## src/rtl/multicycle_main_fsm.sv

```systemverilog
// Main control FSM of the multi-cycle RV32I core: sequences fetch/decode/execute/writeback
// and drives every state-register write enable plus the datapath mux selects.
module multicycle_main_fsm #(
  parameter int DEBUG = 0
) (
  input  logic       clk,
  input  logic       reset,
  input  logic [6:0] op,
  input  logic       zero,
  output logic       pc_write,
  output logic       ir_write,
  output logic       reg_write,
  output logic       mem_write,
  output logic       adr_src,
  output logic [1:0] alu_src_a,
  output logic [1:0] alu_src_b,
  output logic [1:0] alu_op,
  output logic [1:0] result_src,
  output logic       illegal_op,
  output logic [3:0] state
);

  localparam logic [3:0] FETCH    = 4'd0;
  localparam logic [3:0] DECODE   = 4'd1;
  localparam logic [3:0] MEMADR   = 4'd2;
  localparam logic [3:0] MEMREAD  = 4'd3;
  localparam logic [3:0] MEMWB    = 4'd4;
  localparam logic [3:0] MEMWRITE = 4'd5;
  localparam logic [3:0] EXECR    = 4'd6;
  localparam logic [3:0] ALUWB    = 4'd7;
  localparam logic [3:0] EXECI    = 4'd8;
  localparam logic [3:0] JAL      = 4'd9;
  localparam logic [3:0] BEQ      = 4'd10;

  localparam logic [6:0] OP_LOAD  = 7'b0000011;
  localparam logic [6:0] OP_STORE = 7'b0100011;
  localparam logic [6:0] OP_RTYPE = 7'b0110011;
  localparam logic [6:0] OP_ITYPE = 7'b0010011;
  localparam logic [6:0] OP_JAL   = 7'b1101111;
  localparam logic [6:0] OP_BEQ   = 7'b1100011;

  logic [3:0] next_state;
  logic       pc_update;
  logic       branch;

  // The parameter only gates simulation tracing outside this file; logic is identical for any value.
  if (DEBUG != 0) begin : g_debug
  end

  // State register with synchronous reset to FETCH
  always_ff @(posedge clk) begin
    if (reset) begin
      state <= FETCH;
    end else begin
      state <= next_state;
    end
  end

  // Next-state decode; unused codes 11-15 recover to FETCH
  always_comb begin
    next_state = FETCH;
    case (state)
      FETCH: next_state = DECODE;
      DECODE: begin
        case (op)
          OP_LOAD, OP_STORE: next_state = MEMADR;
          OP_RTYPE:          next_state = EXECR;
          OP_ITYPE:          next_state = EXECI;
          OP_JAL:            next_state = JAL;
          OP_BEQ:            next_state = BEQ;
          default:           next_state = FETCH;
        endcase
      end
      MEMADR: begin
        if (op == OP_LOAD) begin
          next_state = MEMREAD;
        end else if (op == OP_STORE) begin
          next_state = MEMWRITE;
        end else begin
          next_state = FETCH;
        end
      end
      MEMREAD:                 next_state = MEMWB;
      EXECR, EXECI, JAL:       next_state = ALUWB;
      MEMWB, MEMWRITE, ALUWB:  next_state = FETCH;
      BEQ:                     next_state = FETCH;
      default:                 next_state = FETCH;
    endcase
  end

  // Moore output decode; everything defaults to 0 so illegal codes drive no enables
  always_comb begin
    pc_update  = 1'b0;
    branch     = 1'b0;
    ir_write   = 1'b0;
    reg_write  = 1'b0;
    mem_write  = 1'b0;
    adr_src    = 1'b0;
    alu_src_a  = 2'b00;
    alu_src_b  = 2'b00;
    alu_op     = 2'b00;
    result_src = 2'b00;
    illegal_op = 1'b0;
    case (state)
      FETCH: begin
        ir_write   = 1'b1;
        pc_update  = 1'b1;
        alu_src_b  = 2'b10;
        result_src = 2'b10;
      end
      DECODE: begin
        alu_src_a = 2'b01;
        alu_src_b = 2'b01;
        case (op)
          OP_LOAD, OP_STORE, OP_RTYPE, OP_ITYPE, OP_JAL, OP_BEQ: illegal_op = 1'b0;
          default:                                               illegal_op = 1'b1;
        endcase
      end
      MEMADR: begin
        alu_src_a = 2'b10;
        alu_src_b = 2'b01;
      end
      MEMREAD: adr_src = 1'b1;
      MEMWB: begin
        result_src = 2'b01;
        reg_write  = 1'b1;
      end
      MEMWRITE: begin
        adr_src   = 1'b1;
        mem_write = 1'b1;
      end
      EXECR: begin
        alu_src_a = 2'b10;
        alu_op    = 2'b10;
      end
      EXECI: begin
        alu_src_a = 2'b10;
        alu_src_b = 2'b01;
        alu_op    = 2'b10;
      end
      ALUWB: reg_write = 1'b1;
      JAL: begin
        alu_src_a = 2'b01;
        alu_src_b = 2'b10;
        pc_update = 1'b1;
      end
      BEQ: begin
        alu_src_a = 2'b10;
        alu_op    = 2'b01;
        branch    = 1'b1;
      end
      default: begin
        pc_update = 1'b0;
      end
    endcase
  end

  // zero is only meaningful while branch is asserted in BEQ
  assign pc_write = pc_update | (branch & zero);

endmodule
```

## config.mk

```make
export PLATFORM = sky130hd
export DESIGN_NAME = multicycle_main_fsm
export DESIGN_NICKNAME = d
export VERILOG_FILES = /design/src/rtl/multicycle_main_fsm.sv
export SDC_FILE = /design/constraint.sdc
export NUM_CORES = 1
export LEC_CHECK = 0
export ABC_CLOCK_PERIOD_IN_PS = 1150
export BUFFER_PORTS_ARGS = -buffer_cell sky130_fd_sc_hd__buf_2
export CORE_MARGIN = 2
export CORE_UTILIZATION = 25
export DETAILED_ROUTE_END_ITERATION = 6
export HOLD_SLACK_MARGIN = 0.08
export PLACE_DENSITY = 0.6
export SYNTH_ARGS = -nofsm -noshare
export SYNTH_HDL_FRONTEND = slang
export SYNTH_SLANG_ARGS = --single-unit
export TNS_END_PERCENT = 30
```

## constraint.sdc

```tcl
create_clock -name clk -period 1.15 [get_ports clk]
set_input_delay 0.23 -clock clk [delete_from_list [all_inputs] [get_ports clk]]
set_output_delay 0.23 -clock clk [all_outputs]
set_load 0.01 [all_outputs]
```

# [Word level (Yosys, flattened, before mapping)]
# Index checks and enable logic that the tools add are counted.
# W data, S select, Z words.
[totals] reg_bits=4 inputBits=10 elab_cells=46
[classes] muxes=16 n_bitwise=2 n_eq_ne=16 n_reduce_logical=11
[op_table] cell="$pmux W4 S5" count=2
[op_table] cell="$eq A4 B3 Y1 const B" count=4
[op_table] cell="$pmux W2 S2" count=4
[op_table] cell="$eq A7 B6 Y1 const B" count=2
[op_table] cell="$eq A7 B7 Y1 const B" count=2
[op_table] cell="$eq A4 B4 Y1 const B" count=3
[op_table] cell="$reduce_or A2 Y1" count=6
[op_table] cell="$eq A4 B2 Y1 const B" count=2
[op_table] cell="$mux W1" count=8
[op_table] cell="$eq A7 B2 Y1 const B" count=1
[op_table] cell="$eq A7 B5 Y1 const B" count=1
[op_table] cell="$mux W3" count=2
[op_table] cell="$reduce_or A3 Y1" count=2
[op_table] cell="$reduce_or A6 Y1" count=1
[op_table] cell="$eq A4 B1 Y1 const B" count=1
[op_table] cell="$logic_not A4 Y1" count=1
[op_table] cell="$reduce_or A4 Y1" count=1
[op_table] cell="$and A1 B1 Y1" count=1
[op_table] cell="$or A1 B1 Y1" count=1

# [Depth between registers and ports, before layout]
# Gate-level depths: netlist of run 1.
[logic_depth] depth_word=4 depth_mapped=5

# [Worst setup path before layout of run 1]
# Ideal clock, no wire load.
[synth_timing] path_type="reg2out" start="reg state[2]" end="out result_src[1]" t_arrival_ns=1.301 path_buffers=2 t_required_ns=0.920 stages_incl_launch_ff=4 slack_ns=-0.381 path_cell_list="dfxtp_1 -> buf_2 -> nor4_1 -> buf_4"
[synth_between] elab_chain_cells=2 elab_cells_between_ends=3
[synth_lines] item="start: declaration" line_no="20" source="output logic [3:0] state"
[synth_lines] item="start signal: assignment" line_no="55" source="state <= next_state;"
[synth_lines] item="$eq A4 B3 Y1 / $logic_not A4 Y1 (equally long branches)" line_no="104" source="case (state)"
[synth_lines] item="$pmux W2 S2 *" line_no="104"
[synth_lines] item="end: declaration" line_no="18" source="output logic [1:0] result_src,"
# Mark *: on every way between the ends. The rest lies on a longest branch, timed or not.

# [Worst setup path in the final report of run 1]
[layout_timing] start="reg state[3]" end="out reg_write"
[layout_between] elab_chain_cells=3 elab_cells_between_ends=4
[layout_lines] item="$eq A4 B3 Y1" line_no="104"
[layout_lines] item="$reduce_or A2 Y1 (no source line) *"
[layout_lines] item="$mux W1 *" line_no="104"
[layout_lines] item="end: declaration" line_no="12" source="output logic reg_write,"
# Marked as above.

==> metrics.csv, run 1 <==
metric;value;unit
fin_nets;137;
fin_skew;3.59;ps
synth_cells;71;
die_height;48.1;um
regArea;92.6;um2
period_share;1.22;
maxSlewViolCount;0;
crit_arrival;1170;ps
track_usage;0.144;
yosysSeqAreaShare;0.165;
cts_sinks;4;
reg_top3;state: 4 flops;
clock_path_buffers;2;
grt_pass1_vias;582;
antenna_found_initial;0;
power;0.512;mW
relSlewSlack;0.767;
ys_async_sr_fraction;0;
num_rows;15;
synthFlopType;dfxtp_1;
ant_nets;0;
p_leak;0.462;nW
avgSynthCellArea;6.84;um2
worst_setup_path_start_kind;register;
end_kind;primary output;
critical_path_class;register to primary output;
fillers;181;
wl_per_cell;10.5;um
instances_no_fill;150;
cts_root_buf;clkbuf_4;
io_buffer_count;27;
yosys.area.top_type;dfxtp_1;
synthTopCellsByArea;dfxtp_1, a21oi_1, nor2_1;
ys_types;29;
layout_common_cells;buf_2, buf_4, buf_6, a21oi_1, nor2_1;
syn_nets;81;
core;1780;um2
clk_pin_slew;30;ps
grt-ovfl-total;0;
vias;701;
netlist_area;485;um2
final_hold_viol_count;0;
io_pins;28;
hold_path_class;input pin to register;
max_freq;713;MHz
post-route-util;0.558;
setup_ws;-252;ps
cap_violations;0;
drt-pass1-iter-count;3;
ys_seq_elements;4;
vias_per_cell;4.67;
largest_reg_flops;4;
drive_above_1_share;0.664;
drtIter0Drc;5;
tightest_slew;346;ps
drc;0;
dp_cells;140;
start_util;0.272;
multiInputGateArea;443;um2
h-tree-depth;1;
grt_pass1_wl;2410;um
die_w;48.1;um
drt_wl_total;1570;um
synth_top_area_share;0.165;
p_per_area;515;nW/um2
critPathMaxFanout;8;
layout_commonest_cell;buf_2;
regMostFlops;state;
numCtsBuffers;3;
worst_ep_required_time;920;ps
synthToLayoutAreaGrowth;105;%
grt_max_degree;11;
ys_warn_count;0;
finalCriticalPeriod;1400;ps
rsz0062_at_grt;yes;
max-vdd-ir-drop;0.000422;V
rrSetupSlack;-160;ps
clk_latency;230;ps
setup_viol;18;
place_congestion;0.762;
die_area;2310;um2
dp_hpwl;1210;um
cts_tree;yes;
synth-edff-count;0;
violations;negative setup slack;
status;finished with violations;
n_antenna_cell;0;
## layout make-up
class                           count  area share
Clock buffer                        3      0.0226
Inverter                            3      0.0113
Multi-Input combinational cell     58       0.445
Timing Repair Buffer               57       0.396
Tap cell                           25      0.0314
Sequential cell                     4      0.0931
## stage by stage
stage	setup WS (ps)	hold slack (ps)	TNS (ps)	cell area (um2)
after floorplan	-121	382	-825	544
after global placement	-196	573	-1060	826
after detailed placement	-188	574	-1130	826
after CTS	-253	335	-3240	953
after global routing	-316	354	-4210	995
final	-252	337	-3100	995
## synth_stat cells, drive strengths merged (2+ instances only)
master and count:
nor4 4, dfxtp 4, buf 6, inv 3, nor2 10, and3b 2, nor3 3, nand3 3
nand2 5, o21ai 4, nand2b 6, a21oi 9, mux2i 2
## where the power goes
| group | internal [mW] | leakage, nW | switching [mW] |
|---|---|---|---|
| clock | 0.116 | 0.0138 | 0.0500 |
| combinational | 0.108 | 0.413 | 0.0903 |
| sequential | 0.139 | 0.0352 | 0.00869 |
| total | 0.363 | 0.462 | 0.149 |
## worst max-delay path, cell delays in order (launching register included)
cell	delay (ps)
dfxtp_4	370
nand2b_1	210
and3b_1	240
buf_2	130
## timing repair
| item | in CTS | in global routing |
|---|---|---|
| pin swaps | 8 | 2 |
| buffers inserted | 6 | 1 |
| hold buffers | 0 | 0 |
| resized for setup | 17 | 11 |
| endpoints found under the setup margin | 20 | 20 |
## cells by family (layout without fill, tap and decap cells)
kind of cell    count (synthesis)  in the layout  share of synthesized area
simple gates                   37             37                      0.454
compound gates                 17             17                      0.201
buf+inv                         9             63                      0.103
flops                           4              4                      0.165
xor+xnor                        2              2                     0.0361
mux                             2              2                     0.0412
## routing by layer
| layer | vias up | global-route usage | routed length [um] |
|---|---|---|---|
| li1 | 363 | - | - |
| met1 | 315 | 0.173 | 673 |
| met2 | 23 | 0.275 | 829 |
| met3 | 0 | 0.0113 | 67 |
| met4 | 0 | 0.0324 | 0 |
| met5 | - | 0 | 0 |
## path summary, 6_finish.rpt
check                            endpoint     start  cells after the start
worst min register to register   state[3]  state[0]                      4
worst max-delay path            reg_write  state[3]                      3
worst max register to register   state[1]  state[2]                      8
worst min-delay path             state[3]     op[3]                      4
No activity file was read; power rests on OpenSTA's default activity.
==> run 2: changes to the inputs <==
Settings changed: CORE_AREA set to 2 2 39 41, CORE_MARGIN 2 to unset, CORE_UTILIZATION 25 to unset, CTS_BUF_LIST set to sky130_fd_sc_hd__clkbuf_2, DIE_AREA set to 0 0 41 43, PLACE_DENSITY 0.6 to 0.79.
==> run 2 against run 1 <==
  * The run still ends with negative setup slack left
  * Combinational power up 4%
  * Routed wire length up 27%
  * Sequential power about the same
  * Clock skew up 17 ps
  * Core utilization up 17 points
  * Global-route usage up 9.2 points
  * Hold slack worse by 16 ps
  * Cell area up 1.5%
  * Clock power down 9.6%
  * Register-to-register slack about the same
  * Clock-buffer cell count unchanged
  * Critical path type unchanged
  * Highest routed layer is now met4
==> metrics.csv, run 2 (synthesis gave the netlist of run 1 again) <==
metric;value;unit;change
status;finished with violations;;unchanged
violations;negative setup slack;;unchanged
period_share;1.31;;was 1.22
largest_reg_flops;4;;unchanged
grt_pass1_vias;694;;was 582
synthToLayoutAreaGrowth;108;%;was 105%
rsz0062_at_grt;yes;;unchanged
grt-ovfl-total;0;;unchanged
cpPeakStageDelay;350;ps;was 370 ps
end_kind;primary output;;unchanged
regArea;95.1;um2;was 92.6 um2
maxSlewViolCount;0;;unchanged
setup_ws;-358;ps;was -252 ps
grt_pass1_wl;2800;um;was 2410 um
cap_violations;0;;unchanged
worst_ep_required_time;920;ps;about the same
n_antenna_cell;0;;unchanged
h-tree-depth;1;;unchanged
hold_depth;4;;unchanged
rr_endpoint;state[3];;was state[1]
finalInstanceArea;1010;um2;was 995 um2
place_area;827;um2;was 826 um2
relSlewSlack;0.783;;was 0.767
setup_viol;19;;was 18
critical_path_class;register to primary output;;unchanged
layout_commonest_cell;buf_2;;unchanged
crit_arrival;1280;ps;was 1170 ps
max_freq;663;MHz;was 713 MHz
clk_pin_slew;70;ps;was 30 ps
path_buf_inv;2;;was 1
fin_nets;134;;was 137
finalSetupTns;-4040;ps;was -3100 ps
start_util;0.351;;was 0.272
ant_nets;0;;unchanged
drt_wl_total;1990;um;was 1570 um
max-vdd-ir-drop;0.000429;V;was 0.000422 V
io_pins;28;;unchanged
r2r-start;state[1];;was state[2]
multiInputGateArea;483;um2;was 443 um2
die_w;41;um;was 48.1 um
io_buffer_count;27;;unchanged
drc;0;;unchanged
drtIter0Drc;6;;was 5
vias;730;;was 701
die_height;43;um;was 48.1 um
antenna_found_initial;0;;unchanged
fin_skew;20.5;ps;was 3.59 ps
p_leak;0.459;nW;was 0.462 nW
place_congestion;0.889;;was 0.762
fillers;115;;was 181
wl_per_cell;14.4;um;was 10.5 um
cts_root_buf;clkbuf_2;;was clkbuf_4
tightest_slew;322;ps;was 346 ps
hold_start;op[2];;was op[3]
crit_family;flip-flops;;was simple AND/OR/NAND/NOR gates
finalCriticalPeriod;1510;ps;was 1400 ps
vias_per_cell;5.29;;was 4.67
final_hold_viol_count;0;;unchanged
rrSetupSlack;-150;ps;was -160 ps
layout_common_cells;buf_2, buf_4, buf_6, a21oi_1;;was buf_2, buf_4, buf_6, a21oi_1, nor2_1
dp_hpwl;1240;um;was 1210 um
hold_path_class;input pin to register;;unchanged
cp_slowest_cell;dfxtp_4;;unchanged
regMostFlops;state;;unchanged
grt_max_degree;11;;unchanged
p_per_area;499;nW/um2;was 515 nW/um2
numCtsBuffers;3;;unchanged
holdPathEnd;state[3];;unchanged
cts_tree;yes;;unchanged
reg_top3;state: 4 flops;;unchanged
cts_sinks;4;;unchanged
crit_chain;buf_4, nor2_2, nand2_1, a21oi_1, buf_2;;was nand2b_1, and3b_1, buf_2
die_area;1760;um2;was 2310 um2
r2r_cells;5;;was 8
worst_setup_path_start_kind;register;;unchanged
track_usage;0.236;;was 0.144
clk_latency;250;ps;was 230 ps
clock_path_buffers;2;;unchanged
num_rows;14;;was 15
drive_above_1_share;0.680;;was 0.664
critPathMaxFanout;5;;was 8
drt-pass1-iter-count;4;;was 3
core;1380;um2;was 1780 um2
## run 2: cell count changes in the layout (fill, tap and decap cells not counted), moves of 2 or more
cell and delta:
clkbuf_2 +3, buf_2 -2, nand2b_1 -2, nor3_1 -2
nand2b_4 +2, clkbuf_4 -3
## run 2: final cells by class
cell class,instances,share of cell area
repair buffers,54,0.382
multi-input cells,58,0.478
clock buffers,3,0.0149
flip-flops and latches,4,0.0942
inverters,3,0.0112
well taps,16,0.0198
## run 2: worst max path at each step
stage	slack, ps	end	cells past startpoint	start
after CTS	-310	pc_write	5	state[1]
final	-360	alu_op[1]	5	state[1]
after detailed placement	-220	state[0]	4	state[2]
after global routing	-410	alu_op[1]	5	state[1]
after global placement	-160	state[0]	4	state[2]
after floorplan	-120	alu_op[1]	3	state[1]
## run 2: per-layer routing
layer / part of all wire / routed length [um] / track usage / up-vias
met5: 0 / 0 / 0 / -
met4: 0.022 / 44 / 0.147 / 0
met3: 0.041 / 82 / 0.0471 / 5
met2: 0.58 / 1150 / 0.434 / 25
met1: 0.36 / 710 / 0.210 / 345
li1: - / - / - / 355
## run 2: repair_timing
action	in CTS	in global routing
resized for setup	21	10
pin swaps	6	3
buffers inserted	4	0
endpoints found under the setup margin	20	21
hold buffers	0	0
## run 2: tightest hold or removal path, stage by stage
cell and delay [ps]:
buf_2 100, nor2_1 50, o21ai_0 70, a21oi_1 60
## run 2: where the power goes
group	leakage (nW)	switching, mW	total, mW	internal (mW)
clock	0.0125	0.0799	0.150	0.0703
sequential	0.0355	0.0120	0.148	0.136
combinational	0.411	0.0981	0.206	0.108
## run 2: per-stage QoR
stage	hold WS, ps	worst slack [ps]	utilization	instances	power, mW
after CTS	330	-310	0.700	138	0.483
after global placement	569	-155	0.598	131	0.321
after detailed placement	560	-217	0.598	131	0.327
after global routing	347	-406	0.730	138	0.535
final	322	-358	0.730	138	0.504
after floorplan	382	-121	-	71	0.252
==> run 3: changes to the inputs <==
Settings changed: CORE_AREA 2 2 39 41 to unset, CORE_MARGIN set to 2, CORE_UTILIZATION set to 37, CTS_BUF_LIST sky130_fd_sc_hd__clkbuf_2 to sky130_fd_sc_hd__clkbuf_16, DIE_AREA 0 0 41 43 to unset, PLACE_DENSITY 0.79 to 0.8.
==> run 3 against run 2 <==
  * The run still ends with negative setup slack left
  * Cell area rose by 5.2%
  * Worst setup slack improved by 23 ps
  * Largest power group is now clock
  * Via count rose by 13%
  * First-iteration DRC count rose to 5.0 times the previous value
  * Critical path type is now register to register
==> metrics.csv, run 3 (synthesis gave the netlist of run 1 again) <==
metric;value;unit;change
violations;negative setup slack;;unchanged
grt_max_degree;13;;was 11
synthToLayoutAreaGrowth;119;%;was 108%
instances_no_fill;141;;was 138
end_kind;register;;was primary output
cp_common_cell;buf_4;;
cts_tree;yes;;unchanged
r2r-start;state[1];;unchanged
die_w;40.2;um;was 41 um
layout_common_cells;buf_2, buf_4, buf_6, nor2_1, a21oi_1;;was buf_2, buf_4, buf_6, a21oi_1
setup_viol;20;;was 19
p_comb_frac;0.226;;was 0.409
clock_path_buffers;2;;unchanged
layout_commonest_cell;buf_2;;unchanged
io_buffer_count;27;;unchanged
fin_nets;138;;was 134
cts_root_buf;clkbuf_16;;was clkbuf_2
regArea;92.6;um2;was 95.1 um2
max-vdd-ir-drop;0.000852;V;was 0.000429 V
finalSetupTns;-4600;ps;was -4040 ps
wl_per_cell;17.6;um;was 14.4 um
track_usage;0.306;;was 0.236
hold_start;op[3];;was op[2]
start_util;0.383;;was 0.351
p_per_area;873;nW/um2;was 499 nW/um2
num_rows;13;;was 14
ant_nets;0;;unchanged
rsz0062_at_grt;yes;;unchanged
clkPwrFrac;0.613;;was 0.298
setup_ws;-335;ps;was -358 ps
grt-ovfl-total;0;;unchanged
hold_path_class;input pin to register;;unchanged
n_antenna_cell;0;;unchanged
cts_sinks;4;;unchanged
seqPwrFrac;0.161;;was 0.293
place_area;821;um2;was 827 um2
tightest_slew;392;ps;was 322 ps
r2r_cells;8;;was 5
vias;825;;was 730
multiInputGateArea;448;um2;was 483 um2
drc;0;;unchanged
drt-pass1-iter-count;4;;unchanged
reg_top3;state: 4 flops;;unchanged
cpPeakStageDelay;360;ps;was 350 ps
p_int;0.695;mW;was 0.314 mW
place_ws;-175;ps;was -217 ps
finalCriticalPeriod;1490;ps;was 1510 ps
io_pins;28;;unchanged
grt_pass1_vias;739;;was 694
holdPathEnd;state[3];;unchanged
largest_reg_flops;4;;unchanged
fin_skew;4.58;ps;was 20.5 ps
maxSlewViolCount;0;;unchanged
dp_hpwl;1240;um;about the same
h-tree-depth;1;;unchanged
core;1270;um2;was 1380 um2
max_freq;673;MHz;was 663 MHz
power;0.928;mW;was 0.504 mW
crit_arrival;1630;ps;was 1280 ps
antenna_found_initial;0;;unchanged
holdWs;325;ps;was 322 ps
dp_cells;131;;unchanged
place_congestion;0.807;;was 0.889
post-route-util;0.837;;was 0.730
power.switching;0.233;mW;was 0.190 mW
period_share;1.29;;was 1.31
clk_latency;230;ps;was 250 ps
status;finished with violations;;unchanged
grt_pass1_wl;3160;um;was 2800 um
worst_setup_path_start_kind;register;;unchanged
die_height;40.2;um;was 43 um
cap_violations;0;;unchanged
p_leak;0.497;nW;was 0.459 nW
final_hold_viol_count;0;;unchanged
crit_chain;buf_4, nor2_4, nand2_1, buf_4, buf_4, buf_4, buf_4, a31oi_1;;was buf_4, nor2_2, nand2_1, a21oi_1, buf_2
drive_above_1_share;0.659;;was 0.680
relSlewSlack;0.737;;was 0.783
drt_wl_total;2480;um;was 1990 um
clk_pin_slew;40;ps;was 70 ps
finalInstanceArea;1060;um2;was 1010 um2
sw_frac_of_total;0.251;;was 0.377
vias_per_cell;5.85;;was 5.29
cp_slowest_cell;dfxtp_4;;unchanged
regMostFlops;state;;unchanged
worst_ep_required_time;1290;ps;was 920 ps
rr_endpoint;state[1];;was state[3]
rrSetupSlack;-340;ps;was -150 ps
hold_depth;4;;unchanged
fillers;70;;was 115
numCtsBuffers;3;;unchanged
critPathMaxFanout;5;;unchanged
die_area;1620;um2;was 1760 um2
critical_path_class;register to register;;was register to primary output
drtIter0Drc;30;;was 6
-- run 3: changes by cell type in the layout (fill, tap and decap cells not counted), moves of 2 or more --
| cell | change |
|---|---|
| nor2_1 | +2 |
| clkbuf_2 | -3 |
| nor2_4 | +2 |
| nor4_2 | +2 |
| nand2b_1 | +2 |
| nor2_2 | -4 |
| clkbuf_16 | +3 |
| buf_6 | +3 |
| nor4_4 | -2 |
| nand2b_4 | -2 |
| buf_4 | +3 |
-- run 3: cell type report --
type | count | share of cell area
multi-input combinational | 58 | 0.422
timing repair buffer | 58 | 0.392
inverter | 3 | 0.0106
clock buffer | 3 | 0.0707
tap | 15 | 0.0177
sequential | 4 | 0.0872
-- run 3: metal layers --
metal	part of all wire	track usage
met5	0	0
met4	0.063	0.258
met3	0.074	0.0667
met2	0.51	0.556
met1	0.35	0.287
-- run 3: worst max path at each step --
stage	from	to	slack, ps	cells past startpoint
final	state[1]	state[1]	-340	8
after global routing	state[3]	reg_write	-420	3
after CTS	state[2]	ir_write	-260	4
after detailed placement	op[3]	state[1]	-180	4
after global placement	op[5]	illegal_op	-120	6
after floorplan	state[1]	alu_op[1]	-120	3
-- run 3: worst max-delay path, delay by kind of cell (launching register included) --
family | cells | cell delay, ps
buffers and inverters | 5 | 690
AO/OA/AOI/OAI | 1 | 170
AND/OR/NAND/NOR | 2 | 180
flip-flops | 1 | 360
-- run 3: repair_timing --
item / CTS / global route
gates resized for setup: 21 / 6
setup buffers: 7 / 0
gates cloned: 0 / 0
endpoints found under the setup margin: 20 / 20
pin swaps: 6 / 1
hold endpoints to repair: 0 / 0
hold buffers: 0 / 0
-- run 3: power groups by stage --
stage	registers (mW)	logic, mW	clock network [mW]
finish	0.149	0.210	0.569
global route	0.150	0.227	0.582
CTS	0.148	0.193	0.564
global placement	0.154	0.169	0
floorplan	0.150	0.101	0
detailed placement	0.154	0.173	0
